### src/rtl/i2s_frame_clock_gen.sv
// rtl/i2s_frame_clock_gen.sv - I2S/TDM SCLK and LRCLK/FSYNC generator with frame position strobes
// Optional MCLK divider: define I2S_CLKGEN_MCLK_EN to add mclk_half_div / mclk_out.
module i2s_frame_clock_gen #(
  parameter int DIV_W     = 8,
  parameter int SLOT_BITS = 16,
  parameter int CHANNELS  = 2,
  localparam int FRAME_BITS = SLOT_BITS * CHANNELS,
  localparam int BIT_W      = $clog2(SLOT_BITS),
  localparam int SLOT_W     = (CHANNELS > 1) ? $clog2(CHANNELS) : 1
) (
  input  logic              clk_in,
  input  logic              reset,
  input  logic              enable,
  input  logic [DIV_W-1:0]  sclk_half_div,
  input  logic              mode_tdm,
`ifdef I2S_CLKGEN_MCLK_EN
  input  logic [DIV_W-1:0]  mclk_half_div,
  output logic              mclk_out,
`endif
  output logic              sclk_out,
  output logic              lrclk_out,
  output logic              sclk_rise_stb,
  output logic              sclk_fall_stb,
  output logic              frame_start,
  output logic [SLOT_W-1:0] slot_idx,
  output logic [BIT_W-1:0]  bit_idx,
  output logic              busy
);

  typedef enum logic {ST_IDLE, ST_RUN} state_t;

  localparam logic [BIT_W-1:0]  BIT_LAST  = BIT_W'(SLOT_BITS - 1);
  localparam logic [SLOT_W-1:0] SLOT_LAST = SLOT_W'(CHANNELS - 1);

  state_t            state_q, state_d;
  logic [DIV_W-1:0]  half_cnt_q, half_cnt_d;
  logic [DIV_W-1:0]  div_q, div_d;
  logic              mode_q, mode_d;
  logic              sclk_q, sclk_d;
  logic              lrclk_q, lrclk_d;
  logic              rise_q, rise_d;
  logic              fall_q, fall_d;
  logic              fs_q, fs_d;
  logic              busy_q, busy_d;
  logic [SLOT_W-1:0] slot_q, slot_d;
  logic [BIT_W-1:0]  bit_q, bit_d;

  logic [SLOT_W-1:0] slot_nx;
  logic [BIT_W-1:0]  bit_nx;
  logic              wrap;

  // Frame clock level for position p = slot*SLOT_BITS + bit; I2S LRCLK leads the MSB by one bit.
  function automatic logic lr_for(input logic [SLOT_W-1:0] slot, input logic [BIT_W-1:0] bitn,
                                  input logic tdm);
    logic [31:0] p;
    p = 32'(slot) * 32'(SLOT_BITS) + 32'(bitn);
    if (tdm) begin
      return p == 32'(FRAME_BITS - 1);
    end
    return (p >= 32'(FRAME_BITS / 2 - 1)) && (p <= 32'(FRAME_BITS - 2));
  endfunction

  // Position one falling edge ahead, and whether that edge wraps the frame.
  always_comb begin
    slot_nx = slot_q;
    bit_nx  = bit_q + 1'b1;
    wrap    = 1'b0;
    if (bit_q == BIT_LAST) begin
      bit_nx = '0;
      if (slot_q == SLOT_LAST) begin
        slot_nx = '0;
        wrap    = 1'b1;
      end else begin
        slot_nx = slot_q + 1'b1;
      end
    end
  end

  // Control FSM: divider, SCLK toggling, position tracking, frame-aligned start/stop.
  always_comb begin
    state_d    = state_q;
    half_cnt_d = half_cnt_q;
    div_d      = div_q;
    mode_d     = mode_q;
    sclk_d     = sclk_q;
    lrclk_d    = lrclk_q;
    rise_d     = 1'b0;
    fall_d     = 1'b0;
    fs_d       = 1'b0;
    busy_d     = busy_q;
    slot_d     = slot_q;
    bit_d      = bit_q;
    case (state_q)
      ST_IDLE: begin
        sclk_d  = 1'b0;
        lrclk_d = 1'b0;
        busy_d  = 1'b0;
        if (enable) begin
          div_d      = sclk_half_div;
          mode_d     = mode_tdm;
          slot_d     = SLOT_LAST;
          bit_d      = BIT_LAST;
          lrclk_d    = lr_for(SLOT_LAST, BIT_LAST, mode_tdm);
          half_cnt_d = '0;
          busy_d     = 1'b1;
          state_d    = ST_RUN;
        end
      end
      ST_RUN: begin
        if (half_cnt_q == div_q) begin
          half_cnt_d = '0;
          if (!sclk_q) begin
            sclk_d = 1'b1;
            rise_d = 1'b1;
          end else begin
            sclk_d = 1'b0;
            if (wrap && !enable) begin
              // Stop only at a frame boundary; the edge itself is not announced.
              lrclk_d = 1'b0;
              slot_d  = '0;
              bit_d   = '0;
              busy_d  = 1'b0;
              state_d = ST_IDLE;
            end else begin
              fall_d  = 1'b1;
              slot_d  = slot_nx;
              bit_d   = bit_nx;
              lrclk_d = lr_for(slot_nx, bit_nx, mode_q);
              if (wrap) begin
                fs_d   = 1'b1;
                div_d  = sclk_half_div;
                mode_d = mode_tdm;
              end
            end
          end
        end else begin
          half_cnt_d = half_cnt_q + 1'b1;
        end
      end
      default: state_d = ST_IDLE;
    endcase
  end

  // State and output registers.
  always_ff @(posedge clk_in) begin
    if (reset) begin
      state_q    <= ST_IDLE;
      half_cnt_q <= '0;
      div_q      <= sclk_half_div;
      mode_q     <= mode_tdm;
      sclk_q     <= 1'b0;
      lrclk_q    <= 1'b0;
      rise_q     <= 1'b0;
      fall_q     <= 1'b0;
      fs_q       <= 1'b0;
      busy_q     <= 1'b0;
      slot_q     <= '0;
      bit_q      <= '0;
    end else begin
      state_q    <= state_d;
      half_cnt_q <= half_cnt_d;
      div_q      <= div_d;
      mode_q     <= mode_d;
      sclk_q     <= sclk_d;
      lrclk_q    <= lrclk_d;
      rise_q     <= rise_d;
      fall_q     <= fall_d;
      fs_q       <= fs_d;
      busy_q     <= busy_d;
      slot_q     <= slot_d;
      bit_q      <= bit_d;
    end
  end

  assign sclk_out      = sclk_q;
  assign lrclk_out     = lrclk_q;
  assign sclk_rise_stb = rise_q;
  assign sclk_fall_stb = fall_q;
  assign frame_start   = fs_q;
  assign slot_idx      = slot_q;
  assign bit_idx       = bit_q;
  assign busy          = busy_q;

`ifdef I2S_CLKGEN_MCLK_EN
  logic [DIV_W-1:0] mclk_cnt_q, mclk_cnt_d;
  logic             mclk_q, mclk_d;

  // Free-running MCLK divider; >= lets a shrinking divisor take effect immediately.
  always_comb begin
    mclk_cnt_d = mclk_cnt_q + 1'b1;
    mclk_d     = mclk_q;
    if (mclk_cnt_q >= mclk_half_div) begin
      mclk_cnt_d = '0;
      mclk_d     = ~mclk_q;
    end
  end

  // MCLK registers.
  always_ff @(posedge clk_in) begin
    if (reset) begin
      mclk_cnt_q <= '0;
      mclk_q     <= 1'b0;
    end else begin
      mclk_cnt_q <= mclk_cnt_d;
      mclk_q     <= mclk_d;
    end
  end

  assign mclk_out = mclk_q;
`endif

endmodule

### config.mk
export PLATFORM = sky130hd
export DESIGN_NAME = i2s_frame_clock_gen
export DESIGN_NICKNAME = d
export VERILOG_FILES = /design/src/rtl/i2s_frame_clock_gen.sv
export SDC_FILE = /design/constraint.sdc
export NUM_CORES = 1
export LEC_CHECK = 0
export CELL_PAD_IN_SITES_DETAIL_PLACEMENT = 1
export CELL_PAD_IN_SITES_GLOBAL_PLACEMENT = 1
export CORE_ASPECT_RATIO = 1.1
export CORE_UTILIZATION = 29
export CTS_CLUSTER_DIAMETER = 60
export DETAILED_ROUTE_END_ITERATION = 8
export PLACE_DENSITY_LB_ADDON = 0.12
export SYNTH_ARGS = -nofsm -noshare
export SYNTH_HDL_FRONTEND = slang
export SYNTH_SLANG_ARGS = --single-unit
### constraint.sdc
create_clock -name clk_in -period 2.78 [get_ports clk_in]
set_clock_uncertainty 0.15 [all_clocks]
set_input_delay 0.417 -clock clk_in [delete_from_list [all_inputs] [get_ports clk_in]]
set_output_delay 0.417 -clock clk_in [all_outputs]
set_load 0.01 [all_outputs]
==> impl_metrics.py, run 1 <==
metrics = {
    "status": {
        "status": "complete, no violations",
    },
    "synth": {
        "synth_warnings": 0,
        "synthCells": 145,
        "syn-cell-area_um2": 1420,
        "yosysTopAreaCell": "dfxtp_1",
        "synth_top_area_share_pct": 28.1,
        "syn_area_per_cell_um2": 9.81,
        "synthXorXnorAreaFrac_pct": 6.77,
        "syn-num-nets": 162,
        "yosys-top-cells-area": "dfxtp_1, edfxtp_1, xor2_1",
        "synth_compound_area_share_pct": 15.4,
        "synth-simple-area-share_pct": 22.3,
        "ys_types": 35,
        "synth_flop_cell": "dfxtp_1",
        "synth_fa_ha_area_share_pct": 4.40,
        "synth_edf_count": 9,
        "synth_top_family_by_area": "simple AND/OR/NAND/NOR gates",
        "synthMuxAreaShare_pct": 2.11,
        "synth_seq_cells": 29,
        "yosysSeqAreaShare_pct": 47.1,
        "async_flop_share_pct": 0,
    },
    "setup_path": {
        "crit_chain": "ha_1 > and3_1 > ha_1 > nor2b_1 > nor4bb_1 > a221o_1 > o21a_1",
        "endpoint": "lrclk_out",
        "path_class": "flop to flop",
        "reg2reg_depth": 7,
        "crit_top_cell": "ha_1",
        "arrival_ps": 2510,
        "timing.reg2reg.setup_slack_ps": 290,
        "worst_path_largest_cell_delay_ps": 520,
        "worst_path_max_delay_cell": "dfxtp_1",
        "critPathLaunch": "bit_idx[0]",
        "rr_endpoint": "lrclk_out",
        "timing.rr.start": "bit_idx[0]",
        "critPathMaxFanout": 10,
        "setup.worst_path.start_class": "flop",
        "end_kind": "flop",
        "critical_path_required_ps": 2800,
    },
    "sta": {
        "layout_worst_path_cycle_share_pct": 89.6,
        "max_freq_ghz": 0.402,
        "maxSlewHeadroom_pct": 50.1,
        "hold_ws_ps": 349,
        "tightest_slew_ps": 748,
        "setup_viol": 0,
        "finalHoldViolCount": 0,
        "rsz0062_at_grt": "false",
        "final-max-slew-violation-count": 0,
        "fin_tns_setup_ps": 0,
        "min_period_ps": 2490,
    },
    "routing": {
        "vias_per_cell": 5.06,
        "routed_wl_um": 3510,
        "dr.pass1.iters": 4,
        "ant_nets": 0,
        "num_vias": 1175,
        "wl_per_cell_um": 15.1,
        "drc": 0,
        "drtIter0Drc": 46,
    },
    "die": {
        "fp.dieW_um": 68.8,
        "rows": 26,
        "initial_core_util_pct": 30.4,
        "dieArea_um2": 5190,
        "die_h_um": 75.5,
        "core_region_area_um2": 4680,
        "ios": 23,
    },
    "power_and_ir_drop": {
        "power_density_nw_per_um2": 508,
        "p_leak_uw": 0.000706,
        "vdd_drop_max_mv": 0.184,
    },
    "clock_tree": {
        "post-cts-setup-buffers": 0,
        "h-tree-depth": 2,
        "insertion_delay_ps": 270,
        "cts-root-buf": "clkbuf_8",
        "clock_path_buffers": 2,
        "clkTransAtPathRegs_ps": 60,
        "cts_tree": "done",
        "numCtsBuffers": 5,
        "cts_hold_buffers": 0,
        "cts.repair.resized": 0,
        "clock-sinks": 29,
    },
    "cells_and_area": {
        "fillers": 545,
        "multi_input_area_um2": 726,
        "area_delta_synth_final_pct": 27.1,
        "regArea_um2": 671,
        "final_cell_mix": "clkdlybuf4s50_1, dfxtp_1, nor2_1",
        "final_area_um2": 1810,
        "antenna_cells": 0,
        "layout.cells.most_common": "clkdlybuf4s50_1",
        "drive_gt1_share_pct": 6.82,
        "final_cells": 232,
        "nets": 192,
    },
    "place": {
        "gp_congestion": 0.794,
        "dp.cells": 224,
        "portBuffers": 22,
        "hpwlAfterDp_um": 2640,
        "postPlaceCellArea_um2": 1730,
    },
    "hold_path": {
        "holdPathStages": 1,
        "holdCritPathClass": "flop to flop",
    },
    "flow_run": {
        "maxCapViolCount": 0,
    },
    "global_route": {
        "first_global_vias": 1200,
        "gr-total-overflow": 0,
        "grt_pass1_wl_um": 5780,
        "grt_max_degree": 18,
        "antenna_found_initial": 0,
        "grt_use_total_pct": 15.5,
    },
}
## area by class of cell
cell class | instances | share of cell area [%]
inverters | 5 | 1.04
clock buffers | 7 | 4.22
multi-input cells | 109 | 40.1
flip-flops and latches | 29 | 37.1
well taps | 56 | 3.88
clock inverters | 1 | 0.208
repair buffers | 25 | 13.4
## synth_stat cells (4+ instances only)
master    count
ha_1          5
nand3_1       5
xor2_1       11
dfxtp_1      20
nor2_1       13
inv_1         5
nand2_1       9
edfxtp_1      9
o21ai_0       6
nor3_1        5
and3_1        4
a21oi_1      12
## metal layers
metal	vias to the layer above	global-route usage (%)	wire length (µm)
met5	-	0	0
met4	0	5.44	61
met3	6	4.49	110
met2	19	27.1	1820
met1	561	17.9	1520
li1	589	-	-
## cell families (layout without fill, tap and decap cells)
kind of cell | Yosys count | in the layout
and+or+nand+nor | 56 | 56
AOI/OAI and AO/OA | 34 | 34
buffers and inverters | 7 | 38
DFF | 29 | 29
adders and majority gates | 5 | 5
muxes | 3 | 3
xor gates and xnor gates | 11 | 11
## flip-flops by register name, indices dropped and copies added, names as in the netlist
signal / flops
bit_idx: 4
busy: 1
div_q: 8
frame_start: 1
half_cnt_q: 8
lrclk_out: 1
mode_q: 1
sclk_fall_stb: 1
sclk_out: 1
sclk_rise_stb: 1
slot_idx: 1
state_q: 1
## how the worst min path moves through the flow
stage	start	end	slack, ps
after floorplan	half_cnt_q[7]	half_cnt_q[7]	310
after global placement	half_cnt_q[7]	half_cnt_q[7]	340
after detailed placement	half_cnt_q[7]	half_cnt_q[7]	340
after CTS	half_cnt_q[7]	half_cnt_q[7]	350
after global routing	half_cnt_q[7]	half_cnt_q[7]	370
final	half_cnt_q[7]	half_cnt_q[7]	350
## critical path: cells and delay by family, from the launching register on
| family | cells | cell delay (ps) |
|---|---|---|
| AND/OR/NAND/NOR | 3 | 690 |
| AO/OA/AOI/OAI | 2 | 490 |
| adder cells (fa/ha/maj) | 2 | 520 |
| flip-flops | 1 | 520 |
## report_power, final
part / internal [µW] / total, µW / switching, µW / leakage (µW)
Combinational: 59.9 / 112 / 52.6 / 0.000412
Sequential: 459 / 484 / 24.9 / 0.000254
Clock: 174 / 322 / 148 / 0.0000399
## through the flow
stage                     setup slack [ps]  total power [µW]  util [%]
after floorplan                        514               549         -
after global placement                 408               605      36.9
after detailed placement               324               607      36.9
after CTS                              297               932      38.6
after global routing                  95.7               968      38.6
final                                  289               918      38.6
(Power assumes the default switching activity.)
==> run 2, diff against run 1 <==
--- a/config.mk
+++ b/config.mk
@@ -7,2 +7,3 @@
 export LEC_CHECK = 0
+export ABC_AREA = 1
 export CELL_PAD_IN_SITES_DETAIL_PLACEMENT = 1
@@ -14,2 +15,3 @@
 export PLACE_DENSITY_LB_ADDON = 0.12
+export RECOVER_POWER = 100
 export SYNTH_ARGS = -nofsm -noshare
--- a/constraint.sdc
+++ b/constraint.sdc
@@ -4,2 +4,2 @@
 set_output_delay 0.417 -clock clk_in [all_outputs]
-set_load 0.01 [all_outputs]
+set_load 0.005 [all_outputs]
==> run 2 against run 1 <==
Compared with the run above: the flow now finishes with violations (design-rule violations); utilization down 1.1 points; worst hold slack lost 37 ps; final cell count rose by 22%; worst setup slack improved by 210 ps; non-clock buffer count fell by 2; sequential power hardly changed; die area up 7.8%; critical path depth stayed put; first-iteration DRC count decreased by 15%; critical endpoint is now div_q[6].
==> impl_metrics.py, run 2 <==
metrics = {
    "place": {
        "gp_congestion": 0.816,
        "postPlaceCellArea_um2": 1810,
        "portBuffers": 22,
        "hpwlAfterDp_um": 3030,
    },
    "clock_tree": {
        "cts-root-buf": "clkbuf_8",
        "h-tree-depth": 2,
        "cts_hold_buffers": 0,
        "post-cts-setup-buffers": 0,
        "clkTransAtPathRegs_ps": 60,
        "numCtsBuffers": 5,
        "cts.repair.resized": 0,
        "insertion_delay_ps": 280,
        "clock_path_buffers": 2,
        "clock-sinks": 29,
        "cts_tree": "done",
    },
    "setup_path": {
        "critPathMaxFanout": 9,
        "cp.depth": 7,
        "worstPathBufferInverterCount": 1,
        "arrival_ps": 2050,
        "critPathLaunch": "half_cnt_q[5]",
        "timing.rr.start": "half_cnt_q[5]",
        "reg2reg_depth": 7,
        "worst_path_largest_cell_delay_ps": 470,
        "critical_path_required_ps": 2540,
        "crit_top_cell": "nand3_1",
        "path_class": "flop to flop",
        "rr_endpoint": "div_q[6]",
        "timing.reg2reg.setup_slack_ps": 500,
        "critPathTopFamily": "simple AND/OR/NAND/NOR gates",
        "setup.worst_path.start_class": "flop",
        "end_kind": "flop",
        "crit_chain": "xnor2_1 > nand2_1 > nor2_1 > nand3_4 > clkinvlp_2 > nand3_1 > nand3_1",
        "worst_path_max_delay_cell": "dfxtp_1",
    },
    "power_and_ir_drop": {
        "power_density_nw_per_um2": 502,
        "p_leak_uw": 0.000799,
        "vdd_drop_max_mv": 0.267,
    },
    "synth": {
        "synth-simple-area-share_pct": 32.6,
        "synth_compound_area_share_pct": 6.60,
        "syn-num-nets": 218,
        "async_flop_share_pct": 0,
        "yosysMostFrequentCell": "nand2_1",
        "yosysTopAreaCell": "dfxtp_1",
        "ys_types": 26,
        "yosysSeqAreaShare_pct": 43.6,
        "syn-cell-area_um2": 1540,
        "synthCells": 201,
        "synth_flop_cell": "dfxtp_1",
        "synthMuxAreaShare_pct": 0,
        "synth_seq_cells": 29,
        "synth_warnings": 0,
        "synth_top_area_share_pct": 26.1,
        "synthXorXnorAreaFrac_pct": 5.70,
        "synth_common_cells": "nand2_1, nor2_1, dfxtp_1, inv_1, nand3_1",
        "synth_fa_ha_area_share_pct": 4.07,
        "synth_top_family_by_area": "simple AND/OR/NAND/NOR gates",
        "syn_area_per_cell_um2": 7.64,
        "synth_edf_count": 9,
        "yosys-top-cells-area": "dfxtp_1, edfxtp_1, nand2_1",
    },
    "cells_and_area": {
        "antenna_cells": 0,
        "multi_input_area_um2": 752,
        "fillers": 630,
        "nets": 242,
        "post-route-util_pct": 37.5,
        "final_area_um2": 1900,
        "regArea_um2": 671,
        "drive_gt1_share_pct": 7.08,
        "layout.cells.most_common": "nand2_1",
        "area_delta_synth_final_pct": 23.8,
        "final_cell_mix": "nand2_1, nor2_1, dlygate4sd3_1",
    },
    "die": {
        "die_h_um": 78.3,
        "fp.dieW_um": 71.4,
        "initial_core_util_pct": 30.3,
        "rows": 27,
        "core_region_area_um2": 5070,
        "dieArea_um2": 5590,
        "ios": 23,
    },
    "sta": {
        "min_period_ps": 2280,
        "hold_ws_ps": 312,
        "tightest_slew_ps": 699,
        "rsz0062_at_grt": "false",
        "max_freq_ghz": 0.438,
        "final-max-slew-violation-count": 0,
        "finalHoldViolCount": 0,
        "fin_tns_setup_ps": 0,
        "layout_worst_path_cycle_share_pct": 82.2,
        "setup_viol": 0,
        "maxSlewHeadroom_pct": 53.2,
    },
    "hold_path": {
        "holdCritPathClass": "flop to flop",
        "min-delay-start": "busy",
        "whs_endpoint": "busy",
        "holdPathStages": 2,
    },
    "global_route": {
        "gr-total-overflow": 0,
        "grt_pass1_wl_um": 6580,
        "antenna_found_initial": 0,
        "grt_use_total_pct": 15.5,
        "grt_max_degree": 13,
        "first_global_vias": 1437,
    },
    "routing": {
        "ant_nets": 0,
        "routed-wl-met2_um": 2130,
        "met1Wirelength_um": 1600,
        "routed_wl_um": 3880,
        "num_vias": 1358,
        "wl_per_cell_um": 13.6,
        "dr.pass1.iters": 6,
        "wl_met3_um": 99,
        "top_layer": "met4",
        "drc": 1,
        "vias_per_cell": 4.78,
        "drtIter0Drc": 39,
    },
    "status": {
        "status": "finished with violations",
        "violations": "design-rule violations",
    },
    "flow_run": {
        "maxCapViolCount": 0,
    },
}
[run 2: cell families (layout without fill, tap and decap cells)]
kind of cell | count (synthesis) | count (layout)
compound gates | 17 | 17
buf+inv | 29 | 54
simple gates | 111 | 111
fa+ha+maj | 5 | 5
flops | 29 | 29
xor+xnor | 10 | 10
[run 2: cell type report]
cell class              count  share of cell area (%)
inverters                  23                    4.61
flip-flops and latches     29                    35.3
repair buffers             23                    12.0
well taps                  58                    3.82
clock inverters             2                   0.461
clock buffers               6                    4.34
multi-input cells         143                    39.5
[run 2: worst register-to-register path: stages, from the launching register on]
cell and delay, ps:
dfxtp_1 470, xnor2_1 160, nand2_1 70, nor2_1 190, nand3_4 150, clkinvlp_2 210, nand3_1 120, nand3_1 390
[run 2: worst max-delay path by stage]
| stage | end |
|---|---|
| 6_report | div_q[6] |
| 3_3_place_gp | div_q[3] |
| 4_1_cts | div_q[6] |
| 5_1_grt | div_q[6] |
| 2_1_floorplan | div_q[0] |
| 3_5_place_dp | div_q[5] |
[run 2: routing by layer]
| metal | GRT usage [%] | vias up |
|---|---|---|
| li1 | - | 689 |
| met5 | 0 | - |
| met2 | 29.0 | 13 |
| met4 | 6.00 | 0 |
| met1 | 16.7 | 651 |
| met3 | 3.47 | 5 |
[run 2: power breakdown]
part | switching [µW] | total (µW) | internal, µW
sequential | 22.2 | 481 | 459
clock | 159 | 355 | 196
combinational | 66.0 | 118 | 52.5
[run 2: metrics by stage]
| step | cells | worst slack [ps] | power (µW) |
|---|---|---|---|
| 4_1_cts | 284 | 568 | 975 |
| 2_1_floorplan | 201 | 951 | 558 |
| 3_5_place_dp | 276 | 553 | 617 |
| 3_3_place_gp | 276 | 609 | 613 |
| 5_1_grt | 284 | 292 | 1010 |
| 6_report | 284 | 495 | 955 |
==> run 3, diff against run 2 <==
Clock period 2.78 ns to 1.9 ns, I/O delays scaled along.
==> run 3 against run 2 <==
Compared with the run above: the run still ends with design-rule violations left; global-route usage is 0.45 points higher; register-to-register slack worse by 410 ps; first-iteration DRC count up 15%; combinational power up 70%; critical path depth down 5; sequential share of layout area fell by 1.4 points; critical path type is now flop to output pin; largest cell class unchanged; largest power group unchanged.
==> impl_metrics.py, run 3 (synthesis gave the netlist of run 2 again) <==
metrics = {
    "status": {
        "status": "finished with violations",
        "violations": "design-rule violations",
    },
    "global_route": {
        "antenna_found_initial": 0,
        "grt_use_total_pct": 16.0,
        "gr-total-overflow": 0,
        "first_global_vias": 1489,
        "grt_pass1_wl_um": 6840,
        "grt.met3_usage_pct": 4.36,
        "met1_usage_pct": 17.0,
        "grt_util_met2_pct": 29.9,
        "grt_max_degree": 11,
        "grt_busiest_layer": "met2",
    },
    "cells_and_area": {
        "nets": 256,
        "layout.cells.most_common": "nand2_1",
        "final_area_um2": 1990,
        "fillers": 645,
        "antenna_cells": 0,
        "final_cells": 298,
        "drive_gt1_share_pct": 12.9,
        "regArea_um2": 673,
        "final_cell_mix": "nand2_1, nor2_1, inv_1",
        "multi_input_area_um2": 747,
        "post-route-util_pct": 39.3,
        "area_delta_synth_final_pct": 29.5,
    },
    "setup_path": {
        "critPathMaxFanout": 5,
        "crit_chain": "clkbuf_1 > clkdlybuf4s50_1",
        "end_kind": "output pin",
        "critical_path_required_ps": 1460,
        "setup.worst_path.start_class": "flop",
        "arrival_ps": 1400,
        "worst_path_max_delay_cell": "clkdlybuf4s50_1",
        "worst_path_largest_cell_delay_ps": 550,
        "path_class": "flop to output pin",
    },
    "die": {
        "fp.dieW_um": 71.4,
        "dieArea_um2": 5590,
        "initial_core_util_pct": 30.3,
        "die_h_um": 78.3,
        "core_region_area_um2": 5070,
        "rows": 27,
        "ios": 23,
    },
    "clock_tree": {
        "cts-root-buf": "clkbuf_8",
        "cts_tree": "done",
        "clkTransAtPathRegs_ps": 60,
        "post-cts-setup-buffers": 0,
        "numCtsBuffers": 5,
        "clock-sinks": 29,
        "clock_path_buffers": 2,
        "h-tree-depth": 2,
        "insertion_delay_ps": 280,
    },
    "routing": {
        "routed_wl_um": 4040,
        "ant_nets": 0,
        "drc": 1,
        "drtIter0Drc": 45,
        "vias_per_cell": 4.80,
        "dr.pass1.iters": 6,
        "num_vias": 1430,
        "wl_per_cell_um": 13.5,
    },
    "sta": {
        "layout_worst_path_cycle_share_pct": 96.4,
        "min_period_ps": 1830,
        "fin_ws_ps": 67.7,
        "hold_ws_ps": 324,
        "finalHoldViolCount": 0,
        "tightest_slew_ps": 388,
        "final-max-slew-violation-count": 0,
        "rsz0062_at_grt": "true",
        "max_freq_ghz": 0.546,
        "maxSlewHeadroom_pct": 74.1,
        "setup_viol": 0,
    },
    "power_and_ir_drop": {
        "vdd_drop_max_mv": 0.267,
        "power_density_nw_per_um2": 695,
        "p_leak_uw": 0.000866,
    },
    "place": {
        "hpwlAfterDp_um": 3190,
        "dp.cells": 290,
        "preCtsSetupSlack_ps": 70.9,
        "postPlaceCellArea_um2": 1920,
        "gp_congestion": 0.789,
        "portBuffers": 22,
    },
    "flow_run": {
        "maxCapViolCount": 0,
    },
    "hold_path": {
        "holdCritPathClass": "flop to flop",
    },
}
run 3: through the flow:
| stage | power [µW] | TNS [ps] |
|---|---|---|
| floorplan | 817 | 0 |
| global placement | 914 | 0 |
| detailed placement | 922 | 0 |
| CTS | 1410 | 0 |
| global route | 1450 | -2.62 |
| finish | 1380 | 0 |
run 3: path summary, 6_finish.rpt:
kind,slack [ps],to,cells past startpoint,start
max reg2reg,90,div_q[0],7,bit_idx[0]
min reg2reg,320,busy,2,busy
max,70,bit_idx[2],2,bit_idx[2]
min,320,busy,2,busy
run 3: repair_timing:
item / in CTS / in global routing
endpoints found under the hold margin: 0 / 0
gates resized for setup: 0 / 2
hold buffers: 0 / 0
endpoints found under the setup margin: 0 / 10
run 3: metal layers:
metal  up-vias  wire, µm
met4         0        36
met2        16      2160
met3         7       131
met5         -         0
li1        719         -
met1       688      1710
run 3: critical path: cells and delay by family, from the launching register on:
kind / cells / cell delay, ps
flops: 1 / 340
buf+inv: 2 / 780
run 3: cell type report:
class	instances	area share, %
Clock buffer	6	3.65
Tap cell	58	3.65
Timing Repair Buffer	37	16.4
Inverter	23	4.40
Sequential cell	29	33.8
Clock inverter	2	0.503
Multi-Input combinational cell	143	37.5
run 3: power by group:
group / internal [µW] / total [µW] / switching [µW]
Sequential: 672 / 695 / 23.7
Combinational: 91.7 / 201 / 109
Clock: 253 / 487 / 234
